<file path="config.mk">
export PLATFORM = sky130hd
export DESIGN_NAME = multicycle_sequencer
export DESIGN_NICKNAME = d
export VERILOG_FILES = /design/src/rtl/seq_pkg.sv /design/src/rtl/seq_uop_rom.sv /design/src/rtl/multicycle_sequencer.sv
export SDC_FILE = /design/constraint.sdc
export NUM_CORES = 1
export LEC_CHECK = 0
export BUFFER_PORTS_ARGS = -buffer_cell sky130_fd_sc_hd__buf_2
export CORE_MARGIN = 8
export CORE_UTILIZATION = 44
export CTS_BUF_LIST = sky130_fd_sc_hd__clkbuf_8
export CTS_CLUSTER_SIZE = 8
export DETAILED_ROUTE_END_ITERATION = 8
export PLACE_DENSITY = 0.74
export SYNTH_ARGS = -nofsm -noshare
export SYNTH_HDL_FRONTEND = slang
export SYNTH_SLANG_ARGS = --single-unit
</file>
<file path="constraint.sdc">
create_clock -name clk -period 2.3 [get_ports clk]
set_input_delay 0.46 -clock clk [delete_from_list [all_inputs] [get_ports clk]]
set_output_delay 0.46 -clock clk [all_outputs]
set_load 0.005 [all_outputs]
</file>
<file path="src/rtl/seq_pkg.sv">
// Shared types and encodings for the multi-cycle instruction sequencer.
package seq_pkg;

  typedef enum logic [2:0] {OpNone, OpAdd32, OpMul, OpPush, OpPop} op_e;

  typedef enum logic {StIdle, StRun} state_e;

  localparam logic [1:0] ModeData  = 2'b00;
  localparam logic [1:0] ModeStack = 2'b11;

  localparam logic [3:0] OpcAdd32 = 4'b0011;
  localparam logic [3:0] OpcMul   = 4'b1110;

  localparam logic [3:0] ExeAdd   = 4'b0010;
  localparam logic [3:0] ExeAdc   = 4'b0011;
  localparam logic [3:0] ExeSub   = 4'b0100;
  localparam logic [3:0] ExeMulLo = 4'b1100;
  localparam logic [3:0] ExeMulHi = 4'b1101;

  typedef struct packed {
    logic       valid;
    logic [3:0] exe_cmd;
    logic       mem_read;
    logic       mem_write;
    logic       wb_en;
    logic       sp_sel;
    logic       hi_sel;
    logic       carry_hold;
    logic       last;
  } uop_t;

  function automatic op_e decode_op(input logic [1:0] mode, input logic [3:0] opcode,
                                    input logic status);
    op_e op;
    op = OpNone;
    if (mode == ModeData && opcode == OpcAdd32) op = OpAdd32;
    else if (mode == ModeData && opcode == OpcMul) op = OpMul;
    else if (mode == ModeStack) op = status ? OpPop : OpPush;
    return op;
  endfunction

endpackage

</file>
<file path="src/rtl/seq_uop_rom.sv">
// Combinational micro-op table: (op class, step index) -> control bits.
module seq_uop_rom
  import seq_pkg::*;
#(
  parameter int unsigned MUL_LATENCY = 3
) (
  input  op_e        op_i,
  input  logic [1:0] step_i,
  output uop_t       uop_o
);

  localparam logic [1:0] MulLast = 2'(MUL_LATENCY - 1);

  always_comb begin
    uop_o = '0;
    case (op_i)
      OpAdd32: begin
        uop_o.valid = 1'b1;
        if (step_i == 2'd0) begin
          uop_o.exe_cmd    = ExeAdd;
          uop_o.carry_hold = 1'b1;
        end else begin
          uop_o.exe_cmd = ExeAdc;
          uop_o.wb_en   = 1'b1;
          uop_o.hi_sel  = 1'b1;
          uop_o.last    = 1'b1;
        end
      end
      OpMul: begin
        if (step_i == 2'd0) begin
          uop_o.valid   = 1'b1;
          uop_o.exe_cmd = ExeMulLo;
          uop_o.wb_en   = 1'b1;
        end else if (step_i == MulLast) begin
          uop_o.valid   = 1'b1;
          uop_o.exe_cmd = ExeMulHi;
          uop_o.wb_en   = 1'b1;
          uop_o.hi_sel  = 1'b1;
          uop_o.last    = 1'b1;
        end
        // Middle steps only wait on the multiplier pipeline.
      end
      OpPush: begin
        uop_o.valid = 1'b1;
        if (step_i == 2'd0) begin
          uop_o.exe_cmd = ExeSub;
          uop_o.wb_en   = 1'b1;
          uop_o.sp_sel  = 1'b1;
        end else begin
          uop_o.exe_cmd   = ExeAdd;
          uop_o.mem_write = 1'b1;
          uop_o.last      = 1'b1;
        end
      end
      OpPop: begin
        uop_o.valid   = 1'b1;
        uop_o.exe_cmd = ExeAdd;
        uop_o.wb_en   = 1'b1;
        if (step_i == 2'd0) begin
          uop_o.mem_read = 1'b1;
        end else begin
          uop_o.sp_sel = 1'b1;
          uop_o.last   = 1'b1;
        end
      end
      default: uop_o = '0;
    endcase
  end

endmodule

</file>
<file path="src/rtl/multicycle_sequencer.sv">
// Multi-cycle instruction sequencer (ADD32/MUL/PUSH/POP) beside the ID control unit.
// Optional saturating performance counters are enabled by defining SEQ_PERF_CNT_EN.
module multicycle_sequencer
  import seq_pkg::*;
#(
  parameter int unsigned MUL_LATENCY = 3,
  parameter int unsigned SP_STEP     = 4
) (
  input  logic       clk,
  input  logic       rst,
  input  logic [1:0] mode,
  input  logic [3:0] opcode,
  input  logic       status,
  input  logic       hazard,
  input  logic       stall,
  input  logic       flush,
  output logic       seq_active,
  output logic       uop_valid,
  output logic [1:0] step,
  output logic [3:0] exe_cmd,
  output logic       mem_read,
  output logic       mem_write,
  output logic       wb_en,
  output logic       sp_sel,
  output logic       hi_sel,
  output logic       carry_hold,
  output logic [3:0] sp_offset,
  output logic       freeze
`ifdef SEQ_PERF_CNT_EN
  ,
  output logic [15:0] seq_count,
  output logic [15:0] freeze_cycles
`endif
);

  state_e     state_q, state_d;
  op_e        op_q, op_d, op_dec, rom_op;
  logic [1:0] cnt_q, cnt_d, rom_step;
  uop_t       uop;
  logic       issue, run_ok, run_go;

  assign op_dec    = decode_op(mode, opcode, status);
  assign sp_offset = 4'(SP_STEP);

  // rst gates the zero-latency issue path so outputs drop during reset.
  assign issue  = rst && (state_q == StIdle) && (op_dec != OpNone) && !hazard && !stall && !flush;
  assign run_ok = (state_q == StRun) && (op_q != OpNone);
  assign run_go = run_ok && !flush && !stall;

  assign rom_op   = (state_q == StRun) ? op_q : op_dec;
  assign rom_step = (state_q == StRun) ? cnt_q : 2'd0;

  seq_uop_rom #(
    .MUL_LATENCY(MUL_LATENCY)
  ) u_rom (
    .op_i  (rom_op),
    .step_i(rom_step),
    .uop_o (uop)
  );

  always_ff @(posedge clk or negedge rst) begin
    if (!rst) begin
      state_q <= StIdle;
      op_q    <= OpNone;
      cnt_q   <= 2'd0;
    end else begin
      state_q <= state_d;
      op_q    <= op_d;
      cnt_q   <= cnt_d;
    end
  end

  always_comb begin
    state_d = state_q;
    op_d    = op_q;
    cnt_d   = cnt_q;
    case (state_q)
      StIdle: begin
        if (issue) begin
          state_d = StRun;
          op_d    = op_dec;
          cnt_d   = 2'd1;
        end
      end
      StRun: begin
        if (!run_ok || flush || (run_go && uop.last)) begin
          state_d = StIdle;
          op_d    = OpNone;
          cnt_d   = 2'd0;
        end else if (run_go) begin
          cnt_d = cnt_q + 2'd1;
        end
      end
      default: begin
        state_d = StIdle;
        op_d    = OpNone;
        cnt_d   = 2'd0;
      end
    endcase
  end

  always_comb begin
    seq_active = 1'b0;
    uop_valid  = 1'b0;
    step       = 2'd0;
    exe_cmd    = 4'd0;
    mem_read   = 1'b0;
    mem_write  = 1'b0;
    wb_en      = 1'b0;
    sp_sel     = 1'b0;
    hi_sel     = 1'b0;
    carry_hold = 1'b0;
    freeze     = 1'b0;
    if (issue || run_ok) begin
      seq_active = 1'b1;
      step       = rom_step;
      if (issue || run_go) begin
        uop_valid  = uop.valid;
        exe_cmd    = uop.exe_cmd;
        mem_read   = uop.mem_read;
        mem_write  = uop.mem_write;
        wb_en      = uop.wb_en;
        sp_sel     = uop.sp_sel;
        hi_sel     = uop.hi_sel;
        carry_hold = uop.carry_hold;
        freeze     = !uop.last;
      end else if (!flush) begin
        freeze = 1'b1;
      end
    end
  end

`ifdef SEQ_PERF_CNT_EN
  logic [15:0] seq_count_q, seq_count_d, freeze_cycles_q, freeze_cycles_d;

  always_comb begin
    seq_count_d     = seq_count_q;
    freeze_cycles_d = freeze_cycles_q;
    if (run_go && uop.last && (seq_count_q != 16'hFFFF)) seq_count_d = seq_count_q + 16'd1;
    if (freeze && (freeze_cycles_q != 16'hFFFF)) freeze_cycles_d = freeze_cycles_q + 16'd1;
  end

  always_ff @(posedge clk or negedge rst) begin
    if (!rst) begin
      seq_count_q     <= 16'd0;
      freeze_cycles_q <= 16'd0;
    end else begin
      seq_count_q     <= seq_count_d;
      freeze_cycles_q <= freeze_cycles_d;
    end
  end

  assign seq_count     = seq_count_q;
  assign freeze_cycles = freeze_cycles_q;
`endif

endmodule

</file>
==> metrics.txt <==
Pre-Repair DR Iteration Count=4; Clock Path Buffers=2; HP Class=in -> async; die height=just under 60 µm; Detailed Place HPWL=between 1500 and 2000 µm; maximum clock frequency=approximately 410 MHz; cts-stage hold buffer count=0; skew final=a little under 0.009 ns; initial antenna violation count=0; Sw Share=between 30% and 40%; Area growth syn-to-layout=62.0%; clk root buf=clkbuf_8; CP bufs+invs=2; WP depth=8; row count=15; clock-pin transition on the worst setup and hold timing paths=0.04 ns; most common cell in the netlist=nor2_1; Routed WL=around 3000 µm; gr usage total=16.4%; pwr dens=361 nW/µm²; IO Count=31; Gate power share=approximately 32%; power share of the clock group=between 30% and 40%; core area=1670 µm²; Setup TNS Final=-1.14 ns; Hold Fails Final Rpt=0; CP Data Arrival Time=between 1.5 and 2 ns; Initial Utilization=45.7%; YS warnings=0; top cell family by delay on the critical path=simple AND/OR/NAND/NOR gates; failing checks=setup timing; RSZ-0062 raised after global routing=true; Syn Area/Cell=between 7 and 8 µm²; Setup crit end kind=primary output; routed vias/inst=between 6 and 7; top post-synthesis cells by count=nor2_1, nand2_1, dfrtp_1, nand2b_1; synth unique cells=42; Max Slew Vio Count=0; CTS tree=done; P_sw=~150 µW; GR Overflow Total=0; Cell Area, Synth=between 700 and 800 µm²; Die W=57.7 µm; ys async rst share=100%; die area=around 3300 µm²; CP max-delay cell=or3b_4; Seq cells post-synth=6; sequential-to-total area share from yosys stat=19.7%; Peak VDD IR=481 µV; Critical Path RT=roughly 1.8 ns; final design utilization=roughly three quarters; total of max-cap violations=0; # DRC=0; worst path cell trace=buf_6, or3b_4, o22ai_4, o21ai_2, nand2b_1, o21ai_1, nor3b_2, buf_2; ANT cells=0; Rel. slew slack=64.0%; status=finished with violations; pin count of the biggest net entering global routing=16; nature of the critical path startpoint=primary input; fraction of layout cells with a size suffix above 1=between 50% and 60%; number of global-route vias before repair=~960; Final Critical Period=around 2.4 ns; Primary FF master, synth=dfrtp_1; I/O Buffers=26; final-stage net count=around 160; first-pass GRT wire length=approximately 4400 µm; slew of the pin with the lowest slew margin=approximately 0.53 ns; area leader, netlist=dfrtp_1; antenna viol nets, final=0; CP Class=in -> out; final setup fails=13; R2R cell count=7; Synth top area share=19.7%; leakage power=about 0.00056 µW; fin crit share=106%; EDFF count, synth=0; cell-internal power=a little under 300 µW; top cells by area, synth=dfrtp_1, mux2i_1, nor2_1; clock latency on the worst-skew pair=around 0.23 ns; DRT iter0 DRCs=50; CP Max Fanout=4; H-Tree Depth=1; wire per inst=between 15 and 20 µm; max incr delay on CP=approximately 0.44 ns; Placer Congestion=~0.88; clk sinks=6; Cells after Synth=103; fin worst setup slack=-0.148 ns; CTS buffer count=3; DR vias=between 1000 and 1500; register share of total power=around a third
==> per-layer routing <==
layer | vias to the layer above | GRT usage, % | routed length (µm)
met4 | 0 | 6.29 | 60
met2 | 42 | 30.7 | 1610
met5 | - | 0 | 0
met3 | 8 | 4.42 | 167
li1 | 458 | - | -
met1 | 497 | 17.0 | 1150
==> worst paths after layout <==
kind	from	endpoint	slack, ns
worst max-delay path	mode[0]	wb_en	-0.15
worst min-delay path	rst	state_q	0.06
worst max register to register	state_q	cnt_q[0]	0.26
worst min register to register	cnt_q[1]	cnt_q[1]	0.62
max in group asynchronous	rst	state_q	2.07
min in group clk	cnt_q[1]	cnt_q[1]	0.62
==> state kept, by name (all words and copies together), names as in the netlist <==
name     cells
state_q      1
op_q         3
cnt_q        2
==> metrics by stage <==
stage | cell area [µm²] | hold WS [ns] | power, µW | cells | worst slack [ns]
2_1_floorplan | 771 | 0.164 | 205 | 105 | 0.0218
3_3_place_gp | 1010 | 0.295 | 244 | 158 | -0.172
3_5_place_dp | 1010 | 0.296 | 248 | 158 | -0.273
4_1_cts | 1170 | 0.0556 | 429 | 162 | -0.108
5_1_grt | 1240 | 0.0626 | 466 | 162 | -0.184
6_report | 1240 | 0.0597 | 446 | 162 | -0.148
==> cells by family (layout without fill, tap and decap cells) <==
family,count (synthesis),in the layout,share of synthesized area (%)
flip-flops,6,6,19.7
multiplexers,7,7,9.51
AND/OR/NAND/NOR,49,49,34.3
other,2,4,0.984
buffers and inverters,11,51,7.38
AO/OA/AOI/OAI,28,28,28.2
==> cell usage in the layout (no fill, tap or decap), types with 2 or more instances in the layout <==
cell and instances:
buf_2 21, buf_4 17, nand2_1 9, nor2_1 6
buf_6 6, nand2b_1 5, dfrtp_1 5, inv_1 4
and3_1 4, mux2i_1 4, nor3_2 4, conb_1 4
a21oi_2 3, nand3_1 3, nor2_2 3, o21ai_1 3
a21oi_1 3, clkbuf_8 3, or3b_4 2, a21o_1 2
o22ai_4 2, o21ai_2 2, nor2_4 2, nor3b_2 2
nor3_1 2, o2bb2ai_1 2
==> final cells by class <==
| cell class | instances | area, µm² |
|---|---|---|
| Inverter | 4 | 15.0 |
| Timing Repair Buffer | 44 | 300 |
| Tap cell | 17 | 21.3 |
| Sequential cell | 6 | 151 |
| Clock buffer | 3 | 41.3 |
| Multi-Input combinational cell | 88 | 707 |
| Fill cell | 122 | 434 |
==> power groups by stage <==
stage,logic [µW],registers (µW),clock network (µW)
2_1_floorplan,82.5,123,0
3_3_place_gp,105,139,0
3_5_place_dp,109,139,0
4_1_cts,127,138,163
5_1_grt,155,143,168
6_report,143,141,161
==> timing repair <==
| item | 4_1_cts | 5_1_grt |
|---|---|---|
| gates resized for setup | 26 | 15 |
| pin swaps | 13 | 2 |
| endpoints found under the setup margin | 13 | 13 |
| buffers inserted | 1 | 0 |
| cloned | 0 | 0 |
No activity file was read; power rests on OpenSTA's default activity.
